==> src/rtl/u_lsu.sv <==
// Load/store unit: alignment check, single-outstanding req/gnt/rvalid data bus,
// byte-lane formatting, load extension and one-cycle writeback/exception pulses.
module u_lsu #(
    parameter int unsigned RSP_TIMEOUT = 255
) (
    input  logic        clk,
    input  logic        rstn,
    input  logic        ex_valid,
    output logic        ex_ready,
    input  logic        ex_ld,
    input  logic        ex_st,
    input  logic [2:0]  ex_funct3,
    input  logic [31:0] ex_addr,
    input  logic [31:0] ex_wdata,
    input  logic [4:0]  ex_rd_a,
    output logic        dm_req,
    output logic        dm_we,
    output logic [31:0] dm_addr,
    output logic [3:0]  dm_be,
    output logic [31:0] dm_wdata,
    input  logic        dm_gnt,
    input  logic        dm_rvalid,
    input  logic [31:0] dm_rdata,
    input  logic        dm_err,
    output logic        wb_e,
    output logic [4:0]  wb_a,
    output logic [31:0] wb_d,
    output logic        exc_misalign,
    output logic        exc_fault,
    output logic [31:0] exc_addr
);

    typedef enum logic [1:0] {IDLE, REQ, RSP} state_t;

    state_t      state, state_nx;
    logic        op_ld;
    logic [2:0]  op_f3;
    logic [31:0] op_addr;
    logic [31:0] op_wdata;
    logic [4:0]  op_rd;
    logic [7:0]  tmo_cnt;

    logic        accept;
    logic        illegal;
    logic        misalign;
    logic        tmo_hit;
    logic        in_req;
    logic [31:0] rd_shift;
    logic [31:0] ld_data;

    assign ex_ready = (state == IDLE);
    assign accept   = ex_valid & ex_ready & (ex_ld | ex_st);

    // Loads take priority when both ld and st are asserted.
    assign illegal  = ex_ld ? ((ex_funct3 == 3'b011) || (ex_funct3[2:1] == 2'b11))
                            : (ex_funct3[2] || (ex_funct3[1:0] == 2'b11));
    assign misalign = ((ex_funct3[1:0] == 2'b01) && ex_addr[0]) ||
                      ((ex_funct3[1:0] == 2'b10) && (ex_addr[1:0] != 2'b00));

    assign tmo_hit  = (tmo_cnt == 8'(RSP_TIMEOUT - 1));

    always_comb begin
        state_nx = state;
        case (state)
            IDLE: if (accept && !illegal && !misalign) state_nx = REQ;
            REQ:  if (dm_gnt) state_nx = RSP;
            RSP:  if (dm_rvalid || tmo_hit) state_nx = IDLE;
            default: state_nx = IDLE;
        endcase
    end

    always_comb begin
        rd_shift = dm_rdata >> {op_addr[1:0], 3'b000};
        case (op_f3)
            3'b000:  ld_data = {{24{rd_shift[7]}}, rd_shift[7:0]};
            3'b001:  ld_data = {{16{rd_shift[15]}}, rd_shift[15:0]};
            3'b100:  ld_data = {24'd0, rd_shift[7:0]};
            3'b101:  ld_data = {16'd0, rd_shift[15:0]};
            default: ld_data = rd_shift;
        endcase
    end

    // Bus outputs are a pure function of state and latched op, so reset drops them at once.
    assign in_req   = (state == REQ);
    assign dm_req   = in_req;
    assign dm_we    = in_req & ~op_ld;
    assign dm_addr  = in_req ? {op_addr[31:2], 2'b00} : '0;

    always_comb begin
        dm_be    = '0;
        dm_wdata = '0;
        if (in_req) begin
            case (op_f3[1:0])
                2'b00:   dm_be = 4'b0001 << op_addr[1:0];
                2'b01:   dm_be = 4'b0011 << op_addr[1:0];
                default: dm_be = 4'b1111;
            endcase
            if (!op_ld) begin
                case (op_f3[1:0])
                    2'b00:   dm_wdata = {4{op_wdata[7:0]}};
                    2'b01:   dm_wdata = {2{op_wdata[15:0]}};
                    default: dm_wdata = op_wdata;
                endcase
            end
        end
    end

    always_ff @(posedge clk or negedge rstn) begin
        if (!rstn) begin
            state        <= IDLE;
            op_ld        <= 1'b0;
            op_f3        <= '0;
            op_addr      <= '0;
            op_wdata     <= '0;
            op_rd        <= '0;
            tmo_cnt      <= '0;
            wb_e         <= 1'b0;
            wb_a         <= '0;
            wb_d         <= '0;
            exc_misalign <= 1'b0;
            exc_fault    <= 1'b0;
            exc_addr     <= '0;
        end else begin
            state        <= state_nx;
            wb_e         <= 1'b0;
            exc_misalign <= 1'b0;
            exc_fault    <= 1'b0;
            case (state)
                IDLE: begin
                    if (accept) begin
                        op_ld    <= ex_ld;
                        op_f3    <= ex_funct3;
                        op_addr  <= ex_addr;
                        op_wdata <= ex_wdata;
                        op_rd    <= ex_rd_a;
                        if (illegal) begin
                            exc_fault <= 1'b1;
                            exc_addr  <= ex_addr;
                        end else if (misalign) begin
                            exc_misalign <= 1'b1;
                            exc_addr     <= ex_addr;
                        end
                    end
                end
                REQ: begin
                    if (dm_gnt) tmo_cnt <= '0;
                end
                RSP: begin
                    if (dm_rvalid) begin
                        if (dm_err) begin
                            exc_fault <= 1'b1;
                            exc_addr  <= op_addr;
                        end else if (op_ld) begin
                            wb_e <= (op_rd != 5'd0);
                            wb_a <= op_rd;
                            wb_d <= ld_data;
                        end
                    end else if (tmo_hit) begin
                        exc_fault <= 1'b1;
                        exc_addr  <= op_addr;
                    end else begin
                        tmo_cnt <= tmo_cnt + 8'd1;
                    end
                end
                default: ;
            endcase
        end
    end

endmodule

==> config.mk <==
export PLATFORM = sky130hd
export DESIGN_NAME = u_lsu
export DESIGN_NICKNAME = d
export VERILOG_FILES = /design/src/rtl/u_lsu.sv
export SDC_FILE = /design/constraint.sdc
export NUM_CORES = 1
export LEC_CHECK = 0
export ABC_AREA = 1
export CORE_MARGIN = 5
export CORE_UTILIZATION = 55
export DETAILED_ROUTE_END_ITERATION = 10
export DONT_BUFFER_PORTS = 1
export GPL_TIMING_DRIVEN = 0
export PLACE_DENSITY_LB_ADDON = 0.3
export SLEW_MARGIN = 20
export SYNTH_ARGS = -nofsm -noshare
export SYNTH_HDL_FRONTEND = slang
export SYNTH_SLANG_ARGS = --single-unit
==> constraint.sdc <==
create_clock -name clk -period 3.1 [get_ports clk]
set_input_delay 0.465 -clock clk [delete_from_list [all_inputs] [get_ports clk]]
set_output_delay 0.465 -clock clk [all_outputs]
set_load 0.005 [all_outputs]
==> flow_summary.yaml, run 1 <==
cells_and_area:
  num-nets-final: 1218
  n_antenna_cell: 0
  nFillCells: 1317
  area_growth_pct: 10.6
  drive_gt1_share_pct: 11.5
  final_area_um2: 8820
  layoutNonFillerInstCount: 1301
  utilization_pct: 61.4
clock_tree:
  cts_tree: "done"
  cts_buffers: 17
  root_buffer: "clkbuf_16"
  ctsResizeCount: 0
  postCtsSetupBuffers: 0
  cts.clk_slew.worst_paths_ns: 0.06
  htreeDepth: 4
  worstSkewPairLatency_ns: 0.42
  clock_sink_count: 155
  cts_buffer_depth: 2
detailed_routing:
  drc: 0
  wl_met1_um: 9430
  via_per_inst: 5.52
  via_count: 7184
  ant_nets: 0
  firstDrtPassIters: 5
  topRoutingLayerUsed: "met4"
  dr_wl_met3_um: 2480
  wl_um: 23900
  dr_wl_met2_um: 11600
  drt_iter0_drc: 650
  wl_per_cell_um: 18.4
yosys:
  yosysTopAreaCell: "dfrtp_1"
  postSynthCellCount: 1084
  ys.flop_type: "dfrtp_1"
  ys_types: 29
  ys_seq_elements: 155
  synth_top_area_share_pct: 48.6
  syn_area_um2: 7980
  synth.most_common_cell: "nand2_1"
  async_flop_share_pct: 100
  synth_common_cells: "nand2_1, dfrtp_1, o21ai_0"
  ys_seq_area_share_pct: 48.6
  avgSynthCellArea_um2: 7.36
  synth_area_leaders: "dfrtp_1, nand2_1, o21ai_0"
  synth_edf_count: 0
  yosysWarnings: 0
critical_path:
  r2r-end: "op_addr[31]"
  max_stage_delay_ns: 0.40
  required_ns: 2.63
  critPathMaxFanout: 10
  cp_slowest_cell: "dfrtp_1"
  critPathBufInv: 4
  critPathLaunchType: "flip-flop"
  crit_arrival_ns: 2.10
  end_kind: "output pin"
  cpMostUsedCell: "inv_2"
  path_class: "flip-flop to output pin"
  crit_path_cell_trace: "inv_2 > nor2_2 > inv_2 > nor2_4 > inv_2 > buf_2 > nor2_1"
  path_delay_family: "simple AND/OR/NAND/NOR gates"
  r2r_slack_ns: 1.25
  r2r_cells: 5
  worstReg2RegStart: "state[1]"
floorplanning:
  core_um2: 14400
  io_pins: 255
  initial_core_util_pct: 55.5
  die_w_um: 130
  die_y_um: 130
  dieArea_um2: 17000
  rows: 44
timing:
  fin_ws_ns: 0.535
  min_period_ns: 2.56
  setup_viol: 0
  final.setup.tns_ns: 0
  max-slew-margin-rel_pct: 56.4
  timing.fmax_mhz: 390
  rsz0062_at_grt: "false"
  fin_hold_ws_ns: -0.266
  drv_slew: 0
  hold_viol_final: 155
  worst_clock_skew_ns: 0.00617
  fin_crit_sh_pct: 82.7
  worstMarginPinSlew_ns: 0.654
placed_design:
  pre_cts_ws_ns: 0.991
  post-dp-hpwl_um: 17600
  post_dp_cell_area_um2: 8210
  io_buffers: 0
  gp_congestion: 0.957
  dp_cells: 1269
global_route:
  grt_pass1_wl_um: 36700
  antenna_found_initial: 0
  grt_max_degree: 156
  grt_pass1_vias: 6969
  grt_overflow_total: 0
  grt_usage_pct: 28.0
pwr:
  p_leak_nw: 4.62
  powerDensity_nw_per_um2: 855
  total_power_mw: 7.54
  peakVddDrop_mv: 0.427
status:
  violations: "hold timing"
  status: "finished with violations"
run:
  maxCapViolCount: 0
hold_path:
  hp-class: "input port to async pin"
## logic make-up after synthesis
kind of cell | after synthesis | share of synthesized area, %
AOI/OAI and AO/OA | 156 | 10.4
buffers and inverters | 162 | 8.94
DFF | 155 | 48.6
adders and majority gates | 2 | 0.314
xor gates and xnor gates | 2 | 0.220
other | 1 | 0.0470
and+or+nand+nor | 606 | 31.5
## report_power, final
| part | switching (mW) | internal [mW] | total [mW] | leakage [nW] |
|---|---|---|---|---|
| clock network | 0.866 | 1.30 | 2.17 | 0.299 |
| logic | 1.38 | 0.734 | 2.11 | 2.39 |
| registers | 0.534 | 2.73 | 3.26 | 1.94 |
| total | 2.78 | 4.76 | 7.54 | 4.62 |
## placed cells by master, fill, tap and decap left out, types with 17 or more instances in the layout
master | Yosys | routed
a21oi_1 | 19 | 19
o21ai_0 | 112 | 112
nor2_1 | 104 | 104
inv_1 | 86 | 86
nand3_1 | 63 | 63
dfrtp_1 | 155 | 155
clkbuf_1 | 15 | 17
or2_2 | 27 | 27
clkbuf_16 | 0 | 17
nand2_1 | 388 | 388
buf_2 | 30 | 30
## sequential cells by signal, summed over array words and instances (netlist names)
register      count
op_ld             1
exc_addr         32
wb_e              1
exc_fault         1
exc_misalign      1
op_addr          32
state             2
op_f3             3
op_rd             5
op_wdata         32
wb_a              5
wb_d             32
tmo_cnt           8
## worst max-delay path by stage
| stage | start | to | slack [ns] | cells after the start |
|---|---|---|---|---|
| after global routing | state[0] | dm_wdata[23] | 0.40 | 7 |
| after detailed placement | state[1] | dm_wdata[23] | 0.99 | 6 |
| after global placement | state[0] | dm_wdata[23] | 1.01 | 7 |
| final | state[0] | dm_wdata[23] | 0.54 | 7 |
| after CTS | state[0] | dm_wdata[23] | 0.54 | 7 |
| after floorplan | state[1] | dm_wdata[16] | 1.43 | 6 |
## layout make-up
type                            instances  area, µm²  share of cell area, %
Sequential cell                       155       3880                   44.0
Inverter                              100        375                   4.25
Tap cell                              184        230                   2.61
Clock buffer                           20        447                   5.06
Buffer                                 62        338                   3.83
Multi-Input combinational cell        768       3390                   38.4
Clock inverter                         12        165                   1.87
## per-layer routing
layer  vias up  global-route usage, %
met4         0                   9.62
met5         -                      0
li1       3426                      -
met2       350                   46.1
met1      3368                   35.3
met3        40                   8.50
(Power assumes the default switching activity.)
==> run 2, diff against run 1 <==
Clock period 3.1 ns to 2.3 ns, I/O delays scaled along.
==> run 2 against run 1 <==
Against the previous run:
- the flow still finishes with violations (hold timing)
- critical path type unchanged
- final area rose by 0.72%
- critical endpoint is now dm_wdata[7]
- highest routed layer unchanged
- register-to-register slack lost 0.85 ns
- largest cell class unchanged
- sequential cell count stayed put
- largest power group unchanged
- sequential power increased by 35%
- hold slack got worse by 0.12 ns
==> flow_summary.yaml, run 2 (synthesis results as in run 1) <==
cells_and_area:
  nFillCells: 1311
  n_antenna_cell: 0
  drive_gt1_share_pct: 12.5
  num-nets-final: 1218
  final_common_cell: "nand2_1"
  final_cell_mix: "nand2_1, dfrtp_1, o21ai_0"
  area_growth_pct: 11.4
pwr:
  seq_power_share_pct: 43.1
  combPwrFrac_pct: 28.3
  peakVddDrop_mv: 0.589
  p_int_mw: 6.44
  powerDensity_nw_per_um2: 1150
  swShare_pct: 37.0
  p_switching_mw: 3.78
  power_frac_clock_pct: 28.6
  p_leak_nw: 4.64
placed_design:
  gp_congestion: 0.957
  pre_cts_ws_ns: 0.311
  io_buffers: 0
  post-dp-hpwl_um: 17600
detailed_routing:
  firstDrtPassIters: 6
  wl_um: 24100
  drt_iter0_drc: 658
  via_count: 7172
  via_per_inst: 5.51
  wl_per_cell_um: 18.5
  ant_nets: 0
  drc: 0
global_route:
  grt_max_degree: 156
  grt_pass1_vias: 6983
  antenna_found_initial: 0
  grt_usage_pct: 28.0
  grt_pass1_wl_um: 36800
  grtUsageMet2_pct: 45.9
  top_usage_layer: "met2"
  grt_use_met1_pct: 35.5
  grt_overflow_total: 0
  met3_usage_pct: 8.50
clock_tree:
  htreeDepth: 4
  cts_tree: "done"
  cts_buffer_depth: 2
  cts_buffers: 17
  cts.clk_slew.worst_paths_ns: 0.06
  clock_sink_count: 155
  worstSkewPairLatency_ns: 0.42
  root_buffer: "clkbuf_16"
floorplanning:
  die_w_um: 130
  initial_core_util_pct: 55.5
  die_y_um: 130
  core_um2: 14400
  io_pins: 255
  dieArea_um2: 17000
  rows: 44
timing:
  drv_slew: 0
  setup_viol: 0
  fin_ws_ns: 0.0648
  hold_viol_final: 155
  worstMarginPinSlew_ns: 0.525
  final.setup.tns_ns: 0
  max-slew-margin-rel_pct: 65.0
  fin_crit_sh_pct: 97.2
  worst_clock_skew_ns: 0.00646
  timing.fmax_mhz: 447
  min_period_ns: 2.24
  rsz0062_at_grt: "true"
  fin_hold_ws_ns: -0.385
critical_path:
  critPathMaxFanout: 10
  critPathLaunchType: "flip-flop"
  required_ns: 1.96
  r2r_slack_ns: 0.40
  crit_arrival_ns: 1.89
  end_kind: "output pin"
  path_class: "flip-flop to output pin"
status:
  violations: "hold timing"
  status: "finished with violations"
run:
  maxCapViolCount: 0
hold_path:
  hp-class: "input port to async pin"
==> run 2: changes by cell type in the layout (fill, tap and decap cells not counted), sizes merged <==
cell / previous run / this run
buf: 47 / 45
clkbuf: 35 / 36
nor2: 113 / 114
==> run 2: final cells by class <==
class | instances | area (µm²) | share of cell area, %
Multi-Input combinational cell | 769 | 3430 | 38.6
Sequential cell | 155 | 3880 | 43.6
Inverter | 100 | 383 | 4.31
Timing Repair Buffer | 1 | 7.51 | 0.0845
Clock buffer | 20 | 447 | 5.03
Clock inverter | 12 | 165 | 1.86
Tap cell | 184 | 230 | 2.59
Buffer | 60 | 343 | 3.86
==> run 2: metrics by stage <==
| stage | utilization [%] | hold WS, ns | power, mW | instance area (µm²) | cells |
|---|---|---|---|---|---|
| final | 61.9 | -0.385 | 10.2 | 8890 | 1301 |
| after detailed placement | 57.1 | 0.0537 | 7.25 | 8210 | 1269 |
| after global routing | 61.9 | -0.407 | 10.9 | 8890 | 1301 |
| after CTS | 61.5 | -0.403 | 10.2 | 8830 | 1301 |
| after floorplan | - | 0.0494 | 6.37 | 7980 | 1085 |
| after global placement | 57.1 | 0.0536 | 7.15 | 8210 | 1269 |
==> run 2: what timing repair did <==
action | CTS | global route
buffers inserted | 0 | 1
hold endpoints to repair | 155 | 155
cloned | 1 | 0
resized for setup | 4 | 21
pin swaps | 0 | 3
setup endpoints to repair | 21 | 17
==> run 2: metal layers <==
layer / part of all wire (%) / vias up
li1: - / 3424
met1: 39 / 3373
met2: 48 / 329
met3: 10 / 46
met4: 2.3 / 0
met5: 0 / -
==> run 2: worst paths after layout <==
kind,startpoint,cells after the start,to
min reg2reg,op_wdata[22],2,op_wdata[22]
min,rstn,0,exc_addr[8]
min in group clk,dm_gnt,1,state[0]
max,state[0],7,dm_wdata[7]
max in group asynchronous,rstn,0,op_wdata[24]
max reg2reg,state[1],5,op_addr[17]
==> run 2: critical path, cell delays in order (launching register included) <==
cell,delay [ns]
dfrtp_1,0.40
inv_2,0.08
nor2_4,0.23
inv_6,0.10
nor2_4,0.23
inv_4,0.11
buf_6,0.17
nor2_2,0.14
==> run 2: power by group through the flow <==
stage               combinational (mW)  sequential [mW]  clock, mW
floorplan                         2.18             4.20          0
global placement                  2.73             4.42          0
detailed placement                2.82             4.44          0
CTS                               2.84             4.41       2.94
global route                      3.30             4.51       3.07
finish                            2.89             4.41       2.92
==> run 3, diff against run 2 <==
Settings changed: CORE_MARGIN 5 to 2.
==> run 3 against run 2 <==
Against the previous run:
- the run still ends with hold timing left
- clock skew grew 0.0011 ns
- fmax grew 1.4%
- final area grew 0.11%
- first-iteration DRC count grew 6.5%
- global-route usage grew 2.2 points
- sequential cell count is the same
- hold slack lost 0.0016 ns
- wire length shrank 4.4%
- final cell count grew 0.15%
- register-to-register slack lost 0.15 ns
- clock power grew 6%
- non-clock buffer count grew 2
- critical path type unchanged
- largest cell class unchanged
- largest power group unchanged
==> flow_summary.yaml, run 3 (synthesis results as in run 1) <==
cells_and_area:
  area_growth_pct: 11.5
  final_area_um2: 8900
  final_cell_mix: "nand2_1, dfrtp_1, o21ai_0"
  num-nets-final: 1220
  drive_gt1_share_pct: 12.2
  utilization_pct: 61.9
  n_antenna_cell: 0
  nFillCells: 1316
  seq_area_um2: 3880
  multi_input_area_um2: 3410
  final_common_cell: "nand2_1"
floorplanning:
  io_pins: 255
  dieArea_um2: 15500
  rows: 44
  core_um2: 14400
  die_w_um: 124
  initial_core_util_pct: 55.5
  die_y_um: 124
clock_tree:
  worstSkewPairLatency_ns: 0.43
  root_buffer: "clkbuf_16"
  cts_tree: "done"
  clock_sink_count: 155
  htreeDepth: 4
  cts.clk_slew.worst_paths_ns: 0.06
  cts_buffer_depth: 2
  cts_buffers: 17
timing:
  worstMarginPinSlew_ns: 0.546
  worst_clock_skew_ns: 0.00758
  min_period_ns: 2.20
  fin_crit_sh_pct: 95.8
  timing.fmax_mhz: 454
  drv_slew: 0
  final.setup.tns_ns: 0
  rsz0062_at_grt: "true"
  hold_viol_final: 155
  fin_hold_ws_ns: -0.387
  max-slew-margin-rel_pct: 63.6
  setup_viol: 0
critical_path:
  worstReg2RegStart: "state[0]"
  crit_path_cell_trace: "nor2_4 > inv_4 > nor2_4 > inv_2 > buf_2 > nor2_1"
  path_class: "flip-flop to output pin"
  r2r_cells: 7
  max_stage_delay_ns: 0.45
  critPathLaunchType: "flip-flop"
  required_ns: 1.96
  cpMostUsedCell: "nor2_4"
  worst-path-stages: 6
  r2r_slack_ns: 0.25
  crit_arrival_ns: 1.86
  r2r-end: "exc_misalign"
  cp_slowest_cell: "dfrtp_1"
  critPathMaxFanout: 10
  path_delay_family: "simple AND/OR/NAND/NOR gates"
  critPathBufInv: 3
  end_kind: "output pin"
global_route:
  grt_usage_pct: 30.2
  grt_overflow_total: 0
  antenna_found_initial: 0
  grt_max_degree: 156
  grt_pass1_wl_um: 37100
  grt_pass1_vias: 6940
status:
  status: "finished with violations"
  violations: "hold timing"
detailed_routing:
  wl_um: 23000
  via_count: 7216
  ant_nets: 0
  drt_iter0_drc: 701
  drc: 0
  wl_per_cell_um: 17.7
  via_per_inst: 5.54
  firstDrtPassIters: 5
placed_design:
  post-dp-hpwl_um: 16800
  post_dp_cell_area_um2: 8210
  gp_congestion: 0.959
  io_buffers: 0
pwr:
  peakVddDrop_mv: 0.781
  total_power_mw: 10.3
  p_leak_nw: 4.66
  powerDensity_nw_per_um2: 1160
hold_path:
  hp-class: "input port to async pin"
run:
  maxCapViolCount: 0
## run 3: cell count changes in the layout (fill, tap and decap cells not counted), moves of 2 or more
cell / delta
o21ai_1: -3
nor2_1: +6
inv_8: +2
clkinv_4: -4
buf_2: +2
o21ai_0: +3
nor2_2: -5
buf_4: +2
## run 3: cell type report
type                       count  share of cell area (%)
buffer                        61                    3.83
sequential                   155                    43.6
tap                          184                    2.59
multi-input combinational    769                    38.3
clock buffer                  18                    4.94
inverter                     100                    4.25
timing repair buffer           2                   0.169
clock inverter                14                    2.33
## run 3: repair_timing
action / 4_1_cts / 5_1_grt
buffers inserted: 0 / 2
cloned: 0 / 1
resized for setup: 3 / 4
hold endpoints to repair: 155 / 155
setup endpoints to repair: 18 / 11
## run 3: report_power, final
group | switching (mW) | internal [mW]
sequential | 0.707 | 3.68
clock | 1.21 | 1.88
combinational | 1.85 | 1.00
## run 3: metrics by stage
stage | setup slack (ns) | std cells
after global placement | 0.370 | 1269
after global routing | -0.00795 | 1303
final | 0.0963 | 1303
after floorplan | 0.751 | 1085
after detailed placement | 0.335 | 1269
after CTS | 0.0146 | 1300
## run 3: worst max path at each step
stage               startpoint           end  slack, ns
global placement      state[1]  exc_misalign       0.37
floorplan             state[1]  dm_wdata[16]       0.75
finish                state[1]   dm_wdata[6]        0.1
CTS                   state[1]  dm_wdata[23]       0.01
global route          state[1]   dm_wdata[6]     -0.008
detailed placement    state[1]  exc_misalign       0.33
## run 3: per-layer routing
layer  routed length [µm]  track usage [%]  vias to the layer above  part of all wire (%)
li1                     -                -                     3442                     -
met1                 9490             39.5                     3397                    41
met2                11000             48.9                      330                    48
met3                 1960             7.95                       47                   8.5
met4                  563             10.9                        0                   2.4
met5                    0                0                        -                     0
## run 3: worst reg2reg max path: stages, from the launching register on
cell	delay, ns
dfrtp_1	0.40
buf_4	0.15
nor2_2	0.25
nand3_1	0.23
inv_2	0.21
buf_2	0.28
nand2_1	0.12
a21oi_1	0.28
